[config.mk]
export PLATFORM = sky130hd
export DESIGN_NAME = led_rgb_seq_ctrl
export DESIGN_NICKNAME = d
export VERILOG_FILES = /design/src/rtl/led_rgb_seq_ctrl.sv
export SDC_FILE = /design/constraint.sdc
export NUM_CORES = 1
export LEC_CHECK = 0
export CORE_MARGIN = 2
export CORE_UTILIZATION = 30
export DETAILED_ROUTE_END_ITERATION = 12
export PLACE_DENSITY_LB_ADDON = 0.15
export SKIP_CTS_REPAIR_TIMING = 1
export SYNTH_ARGS = -nofsm -noshare
export SYNTH_HDL_FRONTEND = slang
export SYNTH_SLANG_ARGS = --single-unit
[constraint.sdc]
create_clock -name aclk -period 10.26 [get_ports aclk]
set_input_delay 2.565 -clock aclk [delete_from_list [all_inputs] [get_ports aclk]]
set_output_delay 2.565 -clock aclk [all_outputs]
set_load 0.01 [all_outputs]
[src/rtl/led_rgb_seq_ctrl.sv]
// RGB LED pattern sequencer: drives an AXI4-Lite LED core through a pattern table.
// Optional readback verification of each channel write is enabled by LED_SEQ_READBACK_EN.
module led_rgb_seq_ctrl #(
  parameter int unsigned STEPS     = 8,
  parameter logic [31:0] BLINK_DUR = 32'd50_000_000
) (
  input  logic        aclk,
  input  logic        areset,
  input  logic        start,
  input  logic        stop,
  input  logic [3:0]  num_steps,
  input  logic        hold_cfg,
  input  logic        tbl_we,
  input  logic [3:0]  tbl_addr,
  input  logic [29:0] tbl_data,
  output logic [4:0]  awaddr,
  output logic        awvalid,
  input  logic        awready,
  output logic [31:0] wdata,
  output logic [3:0]  wstrb,
  output logic        wvalid,
  input  logic        wready,
  input  logic [1:0]  bresp,
  input  logic        bvalid,
  output logic        bready,
  output logic [4:0]  araddr,
  output logic        arvalid,
  input  logic        arready,
  input  logic [31:0] rdata,
  input  logic [1:0]  rresp,
  input  logic        rvalid,
  output logic        rready,
  output logic        busy,
  output logic [3:0]  step_idx,
  output logic        err,
  output logic [1:0]  err_code
);

  localparam int unsigned AW = (STEPS > 1) ? $clog2(STEPS) : 1;

  typedef enum logic [2:0] {
    IDLE,
    INIT,
    CFG,
    STEP,
`ifdef LED_SEQ_READBACK_EN
    CHK,
`endif
    DWELL,
    SHUT
  } state_t;

  state_t      state;
  logic [29:0] tbl [STEPS];
  logic [29:0] cur;
  logic [23:0] cur_dwell;
  logic [2:0]  cur_mode;
  logic [2:0]  cur_en;
  logic [23:0] dwell_cnt;
  logic [1:0]  sub;
  logic        txn;
  logic        stop_pend;
  logic        stop_req;
  logic [4:0]  wr_addr;
  logic [31:0] wr_data;
  logic [3:0]  ns_eff;
  logic [3:0]  last_idx;
  logic [3:0]  nxt_idx;
`ifdef LED_SEQ_READBACK_EN
  logic        rd_txn;
  logic [2:0]  chk_exp;
`endif

  assign wstrb     = 4'hF;
  assign cur_dwell = cur[29:6];
  assign cur_mode  = cur[5:3];
  assign cur_en    = cur[2:0];
  assign stop_req  = stop | stop_pend;

  always_ff @(posedge aclk) begin
    if (tbl_we && (32'(tbl_addr) < STEPS))
      tbl[tbl_addr[AW-1:0]] <= tbl_data;
  end

  always_comb begin
    ns_eff = num_steps;
    if (num_steps == 4'd0)
      ns_eff = 4'd1;
    else if (32'(num_steps) > STEPS)
      ns_eff = 4'(STEPS);
    last_idx = ns_eff - 4'd1;
    nxt_idx  = (step_idx >= last_idx) ? 4'd0 : step_idx + 4'd1;
  end

  always_comb begin
    wr_addr = '0;
    wr_data = '0;
    case (state)
      INIT: wr_data = 32'd1;
      CFG: begin
        wr_addr = 5'h08 + {sub, 3'b000};
        wr_data = BLINK_DUR;
      end
      STEP: begin
        wr_addr = 5'h04 + {sub, 3'b000};
        wr_data = {29'b0, hold_cfg, cur_en[sub], cur_mode[sub]};
      end
      default: ;
    endcase
  end

  always_ff @(posedge aclk) begin
    if (areset) begin
      state     <= IDLE;
      sub       <= '0;
      txn       <= 1'b0;
      stop_pend <= 1'b0;
      awaddr    <= '0;
      awvalid   <= 1'b0;
      wdata     <= '0;
      wvalid    <= 1'b0;
      bready    <= 1'b0;
      araddr    <= '0;
      arvalid   <= 1'b0;
      rready    <= 1'b0;
      busy      <= 1'b0;
      step_idx  <= '0;
      err       <= 1'b0;
      err_code  <= '0;
      cur       <= '0;
      dwell_cnt <= '0;
`ifdef LED_SEQ_READBACK_EN
      rd_txn    <= 1'b0;
      chk_exp   <= '0;
`endif
    end else begin
      if (stop && state != IDLE && state != SHUT)
        stop_pend <= 1'b1;
      if (awvalid && awready)
        awvalid <= 1'b0;
      if (wvalid && wready)
        wvalid <= 1'b0;
`ifndef LED_SEQ_READBACK_EN
      arvalid <= 1'b0;
      rready  <= 1'b1;
`endif
      case (state)
        IDLE: begin
          if (start && !stop) begin
            state     <= INIT;
            busy      <= 1'b1;
            err       <= 1'b0;
            err_code  <= '0;
            step_idx  <= '0;
            stop_pend <= 1'b0;
            sub       <= '0;
          end
        end

        INIT, CFG, STEP, SHUT: begin
          if (!txn) begin
            if (state != SHUT && stop_req) begin
              state <= SHUT;
              sub   <= '0;
            end else begin
              awaddr  <= wr_addr;
              wdata   <= wr_data;
              awvalid <= 1'b1;
              wvalid  <= 1'b1;
              bready  <= 1'b1;
              txn     <= 1'b1;
            end
          end else if (bvalid && bready) begin
            bready <= 1'b0;
            txn    <= 1'b0;
            if (bresp != 2'b00) begin
              err      <= 1'b1;
              err_code <= 2'b01;
            end
            if (state == SHUT) begin
              state     <= IDLE;
              busy      <= 1'b0;
              stop_pend <= 1'b0;
            end else if (stop_req) begin
              state <= SHUT;
              sub   <= '0;
            end else begin
              case (state)
                INIT: begin
                  state <= CFG;
                  sub   <= '0;
                end
                CFG: begin
                  if (sub == 2'd2) begin
                    state <= STEP;
                    sub   <= '0;
                    cur   <= tbl[step_idx[AW-1:0]];
                  end else begin
                    sub <= sub + 2'd1;
                  end
                end
                STEP: begin
`ifdef LED_SEQ_READBACK_EN
                  state   <= CHK;
                  chk_exp <= wdata[2:0];
`else
                  if (sub == 2'd2) begin
                    state     <= DWELL;
                    dwell_cnt <= (cur_dwell == '0) ? 24'd1 : cur_dwell;
                  end else begin
                    sub <= sub + 2'd1;
                  end
`endif
                end
                default: ;
              endcase
            end
          end
        end

`ifdef LED_SEQ_READBACK_EN
        CHK: begin
          if (!rd_txn) begin
            araddr  <= awaddr;
            arvalid <= 1'b1;
            rready  <= 1'b1;
            rd_txn  <= 1'b1;
          end else begin
            if (arvalid && arready)
              arvalid <= 1'b0;
            if (rvalid && rready) begin
              rready <= 1'b0;
              rd_txn <= 1'b0;
              if (rdata[2:0] != chk_exp || rresp != 2'b00) begin
                err      <= 1'b1;
                err_code <= 2'b10;
              end
              if (stop_req) begin
                state <= SHUT;
                sub   <= '0;
              end else if (sub == 2'd2) begin
                state     <= DWELL;
                dwell_cnt <= (cur_dwell == '0) ? 24'd1 : cur_dwell;
              end else begin
                state <= STEP;
                sub   <= sub + 2'd1;
              end
            end
          end
        end
`endif

        DWELL: begin
          if (stop_req) begin
            state <= SHUT;
            sub   <= '0;
          end else if (dwell_cnt <= 24'd1) begin
            step_idx <= nxt_idx;
            cur      <= tbl[nxt_idx[AW-1:0]];
            state    <= STEP;
            sub      <= '0;
          end else begin
            dwell_cnt <= dwell_cnt - 24'd1;
          end
        end

        default: state <= IDLE;
      endcase
    end
  end

endmodule

Yosys cells after proc, flatten, opt, wreduce, memory -nomap -nowiden
Memory sizes are Yosys's and may differ from the RTL's. A register that Yosys moved wholly into a read port is not among the register bits.
Index checks and enable logic that the tools add are counted.
{"block": "classes", "n_eq_ne": 31, "bitwise": 3, "reduce_logical": 28, "addsub": 6, "magnitude_cmp": 5, "n_mux": 95}
{"operator": "$mux W30", "count": 8}
{"operator": "$mux W24", "count": 9}
{"operator": "$pmux W26 S3", "count": 1}
{"operator": "$pmux W30 S2", "count": 1}
{"operator": "$pmux W24 S2", "count": 1}
{"operator": "$mux W3", "count": 12}
{"operator": "$mux W1", "count": 32}
{"operator": "$ne A2 B2 Y1 const B", "count": 14}
{"operator": "$mux W2", "count": 13}
{"operator": "$le A24 B1 Y1 const B", "count": 1}
{"operator": "$logic_not A24 Y1", "count": 1}
{"operator": "$mux W4", "count": 6}
{"operator": "$sub A24 B1 Y24 const B", "count": 1}
{"operator": "$ne A6 B6 Y1 const B", "count": 3}
{"operator": "$pmux W3 S3", "count": 2}
{"operator": "$reduce_and A9 Y1", "count": 2}
{"operator": "$ne A3 B3 Y1 const B", "count": 5}
{"operator": "$pmux W2 S3", "count": 2}
{"operator": "$pmux W5 S2", "count": 1}
{"operator": "$reduce_and A5 Y1", "count": 2}
{"operator": "$logic_and A1 B1 Y1", "count": 8}
{"operator": "$pmux W4 S2", "count": 1}
{"operator": "$reduce_and A8 Y1", "count": 1}
{"operator": "$reduce_bool A2 Y1", "count": 4}
{"operator": "29 further kinds", "count": 37}
{"block": "word_totals", "word_cells": 185, "in_bits": 85, "out_inout_bits": 59, "mem_bits_rw": 240, "mem_count": 1, "regBits": 110}
{"name": "tbl", "depth": 8, "width": 30, "rd": 2, "rd_ports_with_merged_regs": 1, "wr": 1, "line": "54", "rtl": "logic [29:0] tbl [STEPS];"}

Depth between registers and ports, before layout
{"block": "depth", "word_depth": 11, "depth_mapped": 12}

Worst setup path before layout
OpenSTA, ideal clock, no wires.
{"block": "synth_path", "kind": "input to register", "from": "in tbl_addr[0]", "to": "mem tbl[0][0] (enable)", "arrival_ps": 5151, "setup_ps": 455, "stages": 2, "n_path_buf": 0, "setup_slack_ps": 4654, "required_time_ps": 9805, "path_cell_list": "or3b_2 -> nor3_1"}
{"block": "synth_via", "elab_chain_cells": 4}
{"item": "from (decl)", "line": "14", "rtl": "input logic [3:0] tbl_addr,"}
{"item": "$lt A4 B4 Y1", "line": "81", "rtl": "if (tbl_we && (32'(tbl_addr) < STEPS))"}
{"item": "$logic_and A1 B1 Y1", "line": "81"}
{"item": "$mux W1", "line": "81"}
{"item": "$mux W1 (not written as such)", "line": "82", "rtl": "tbl[tbl_addr[AW-1:0]] <= tbl_data;"}
{"item": "to (decl)", "line": "54"}
Several ways; a longest one is shown, not always the timed one.

Final worst setup path
{"block": "layout_path", "from": "in num_steps[1]", "to": "reg cur[10]"}
{"block": "layout_via", "elab_chain_cells": 10}
{"item": "from (decl)", "line": "11", "rtl": "input logic [3:0] num_steps,"}
{"item": "$gt A4 B4 Y1", "line": "89", "rtl": "else if (32'(num_steps) > STEPS)"}
{"item": "$mux W4", "line": "89"}
{"item": "$mux W4 *", "line": "87", "rtl": "if (num_steps == 4'd0)"}
{"item": "$sub A4 B1 Y4 *", "line": "91", "rtl": "last_idx = ns_eff - 4'd1;"}
{"item": "$ge A4 B4 Y1 *", "line": "92", "rtl": "nxt_idx = (step_idx >= last_idx) ? 4'd0 : step_idx + 4'd1;"}
{"item": "$mux W4 *", "line": "92"}
{"item": "$mem_v2 Z8 W30 *"}
{"item": "$mux W30 *", "line": "257", "rtl": "end else if (dwell_cnt <= 24'd1) begin"}
{"item": "$mux W30 *", "line": "254", "rtl": "if (stop_req) begin"}
{"item": "$pmux W30 S2 *", "line": "147", "rtl": "case (state)"}
{"item": "to (signal assigned)", "line": "197", "rtl": "cur <= tbl[step_idx[AW-1:0]];"}
{"item": "to (signal assigned)", "line": "259", "rtl": "cur <= tbl[nxt_idx[AW-1:0]];"}
{"item": "to (decl)", "line": "55", "rtl": "logic [29:0] cur;"}
Every way passes the cells marked *; elsewhere a longest branch is shown, timed or not. The select of a mux whose other input is x is not followed.
A chain may end at the register's enable or synchronous reset.

==> run metrics <==
outcome complete, no violations; top-count cell post-synth edfxtp_1; Worst path slowest cell a211oi_4; Worst-path clk slew 0.05 ns; Synth Instances about 1,200; nets 1,371; min cycle time layout roughly 5.9 ns; Pwr Density 198.2 mW/mm^2; worst clock skew 0.01755 ns; worst-case clock buffer depth 3; met1 usage in global routing 22.17%; Hold Violations, Final 0; share of cells above drive strength 1 16.18%; gr usage total between 10% and 20%; crit share post-route between 50% and 60%; met3 Usage GRT approximately 2.6%; cts bufs inserted 39; Hold WS 0.4511 ns; CP dominant cell by count ha_1; RSZ-0062 raised after global routing no; Fillers 5,180; max-cap check violation count 0; r2r setup slk about 6.5 ns; multi-input combinational cell area ~0.0065 sq mm; chip width around 230 microns; setup violators final 0; GP Congestion 0.7704; number of synthesized flops with an enable pin 240; Required @ worst endpoint 10.71 ns; num rows 84; Die H 233.4 microns; Routed Antenna Nets 0; register area share after synthesis 55.90%; Slew HR between 20% and 30%; Skew-Pair Late Insertion Delay around 0.56 ns; clk root buf clkbuf_16; Vias/cell 5.232; Vias ~10,000; cell leakage power around 0.0060 uW; Seq cells post-synth ~320; critical-path cell list clkdlybuf4s50_1 > nor2_1 > o21bai_1 > ha_1 > ha_1 > or3b_2 > a211oi_4 > buf_4 > a22oi_1 > a21oi_1 > o211ai_1 > o211a_1; initial antenna violation count 1; H-Tree Depth 2; Die ar. around 0.054 sq mm; area grow syn2layout 16.64%; FF+latch area 0.008838 sq mm; Post-synth ARST share 0%; Clock Sinks roughly 320; largest stage delay on the critical path between 0.8 and 0.9 ns; Placed Instances 1,922; ant diodes 0; vias in the first global route ~11,000; Setup TNS Final 0 ns; initial core utilization 30.17%; largest net degree at the start of global routing between 60 and 70; Port-buffer cells 77; HP Class flop to flop; First-pass DRT Iterations 7; most used flip-flop cell after synthesis edfxtp_1; CORE AREA ~0.052 sq mm; Yosys cell types 67; Post-synth top cells edfxtp_1, a21oi_1, mux2i_1; GR peak layer met2; Finished Layout Cells approximately 2,000; critical path type input pin to flop; grt total ovfl 0; crit path launch type input pin; Initial DRC Count roughly 730; first-pass GRT wire length about 67 mm; Total Routed Length between 40 and 50 mm; Arrival @ worst endpoint between 6 and 7 ns; GR Util met2 between 20% and 30%; nature of the critical path endpoint flop; I/O pin count around 140; fmax approximately 170 MHz; CP max FO 12; CTS tree built; Post-Syn Area 0.01579 sq mm; DRC 0; top cells by area, synth edfxtp_1, dfxtp_1, mux4_2; worst slew pin tran approximately 1.1 ns; post-DR wirelength/cell about 23 microns; VDD IR-drop max approximately 0.11 mV; Syn Area/Cell around 13 sq um; count of pins over their slew limit 0; DPL Wire Length 25.68 mm; post-synth top area share 45.63%; Ys Warns 0; area leader, netlist edfxtp_1
power by group:
group	internal [uW]	switching (uW)
Clock	792	537
Sequential	1440	66.0
Combinational	306	510
logic make-up after synthesis:
| kind of cell | share of synthesized area, % |
|---|---|
| simple gates | 7.709 |
| mux | 16.99 |
| xor+xnor | 0.1109 |
| buf+inv | 4.746 |
| other cells | 0.04755 |
| compound gates | 13.63 |
| fa+ha+maj | 0.8715 |
| flops | 55.90 |
flip-flops by register name, indices dropped and copies added, names as in the netlist, named ones only:
name	cells
tbl	240
stop_pend	1
dwell_cnt	24
err	1
awvalid	1
wdata	4
bready	1
sub	2
txn	1
awaddr	3
busy	1
step_idx	4
cur	30
wvalid	1
rready	1
state	3
per-layer routing:
layer	up-vias	share of wire, %
met5	-	0.022
met4	2	1.8
met3	56	4.6
met2	239	49
met1	5295	45
li1	4831	-
area by class of cell:
cell class,instances,area share [%]
well taps,688,4.673
repair buffers,106,5.339
clock inverters,11,0.4279
flip-flops and latches,321,47.98
multi-input cells,793,35.08
inverters,14,0.2853
clock buffers,59,6.208
cell usage in the layout (no fill, tap or decap), types with 5 or more instances in the layout:
cell type        synthesis  routed
dfxtp_1                 81      77
nor2_4                   0       7
nand2b_1                14      13
nand2_1                 71      71
clkinv_2                 0       5
o311a_1                  7       7
a22oi_1                 22      22
nor3_1                  17      14
mux4_2                  68      68
nor2_1                  74      67
mux2i_1                 88      88
edfxtp_1               240     240
mux2_2                  24      24
nor4_1                  13      13
ha_1                    11      10
a31oi_1                  8       8
clkbuf_1                62      13
o21a_1                  10      10
clkbuf_8                 0       5
buf_4                   42      29
o21ai_1                 28      28
o211a_1                 23      23
clkdlybuf4s50_1          0      76
o221ai_1                10      10
o31ai_1                  6       6
conb_1                   2      31
o21ai_0                 11      10
and2_1                   5       5
clkbuf_16                0      41
or3_1                    5       5
o211ai_1                25      25
a21oi_1                109     109
a22o_1                  25      25
clkinv_1                 2       6
nand3_1                 23      23
inv_1                   12      12
a21o_1                  11      11
worst paths after layout:
path,start,end,depth (start not counted)
min reg2reg,wdata[1]$_SDFFE_PP0P_,wdata[1]$_SDFFE_PP0P_,2
max reg2reg,step_idx[0]$_SDFFE_PP0P_,cur[10]$_SDFFE_PP0P_,9
min,wdata[1]$_SDFFE_PP0P_,wdata[1]$_SDFFE_PP0P_,2
max,num_steps[1],cur[10]$_SDFFE_PP0P_,12
worst max-delay path, delay by kind of cell:
kind | cells | cell delay (ns)
compound gates | 6 | 1.73
buf+inv | 2 | 0.86
simple gates | 2 | 0.61
fa+ha+maj | 2 | 0.51
stage by stage:
step | worst slack (ns) | utilization, % | cell area [sq um] | power, uW
finish | 4.407 | 35.19 | 18420 | 3651
detailed placement | 3.756 | 32.86 | 17200 | 2352
floorplan | 4.654 | - | 15900 | 2078
global route | 4.235 | 35.19 | 18420 | 3818
global placement | 3.761 | 32.86 | 17200 | 2347
CTS | 4.348 | 35.19 | 18420 | 3692
Power figures use the tool's default switching activity.
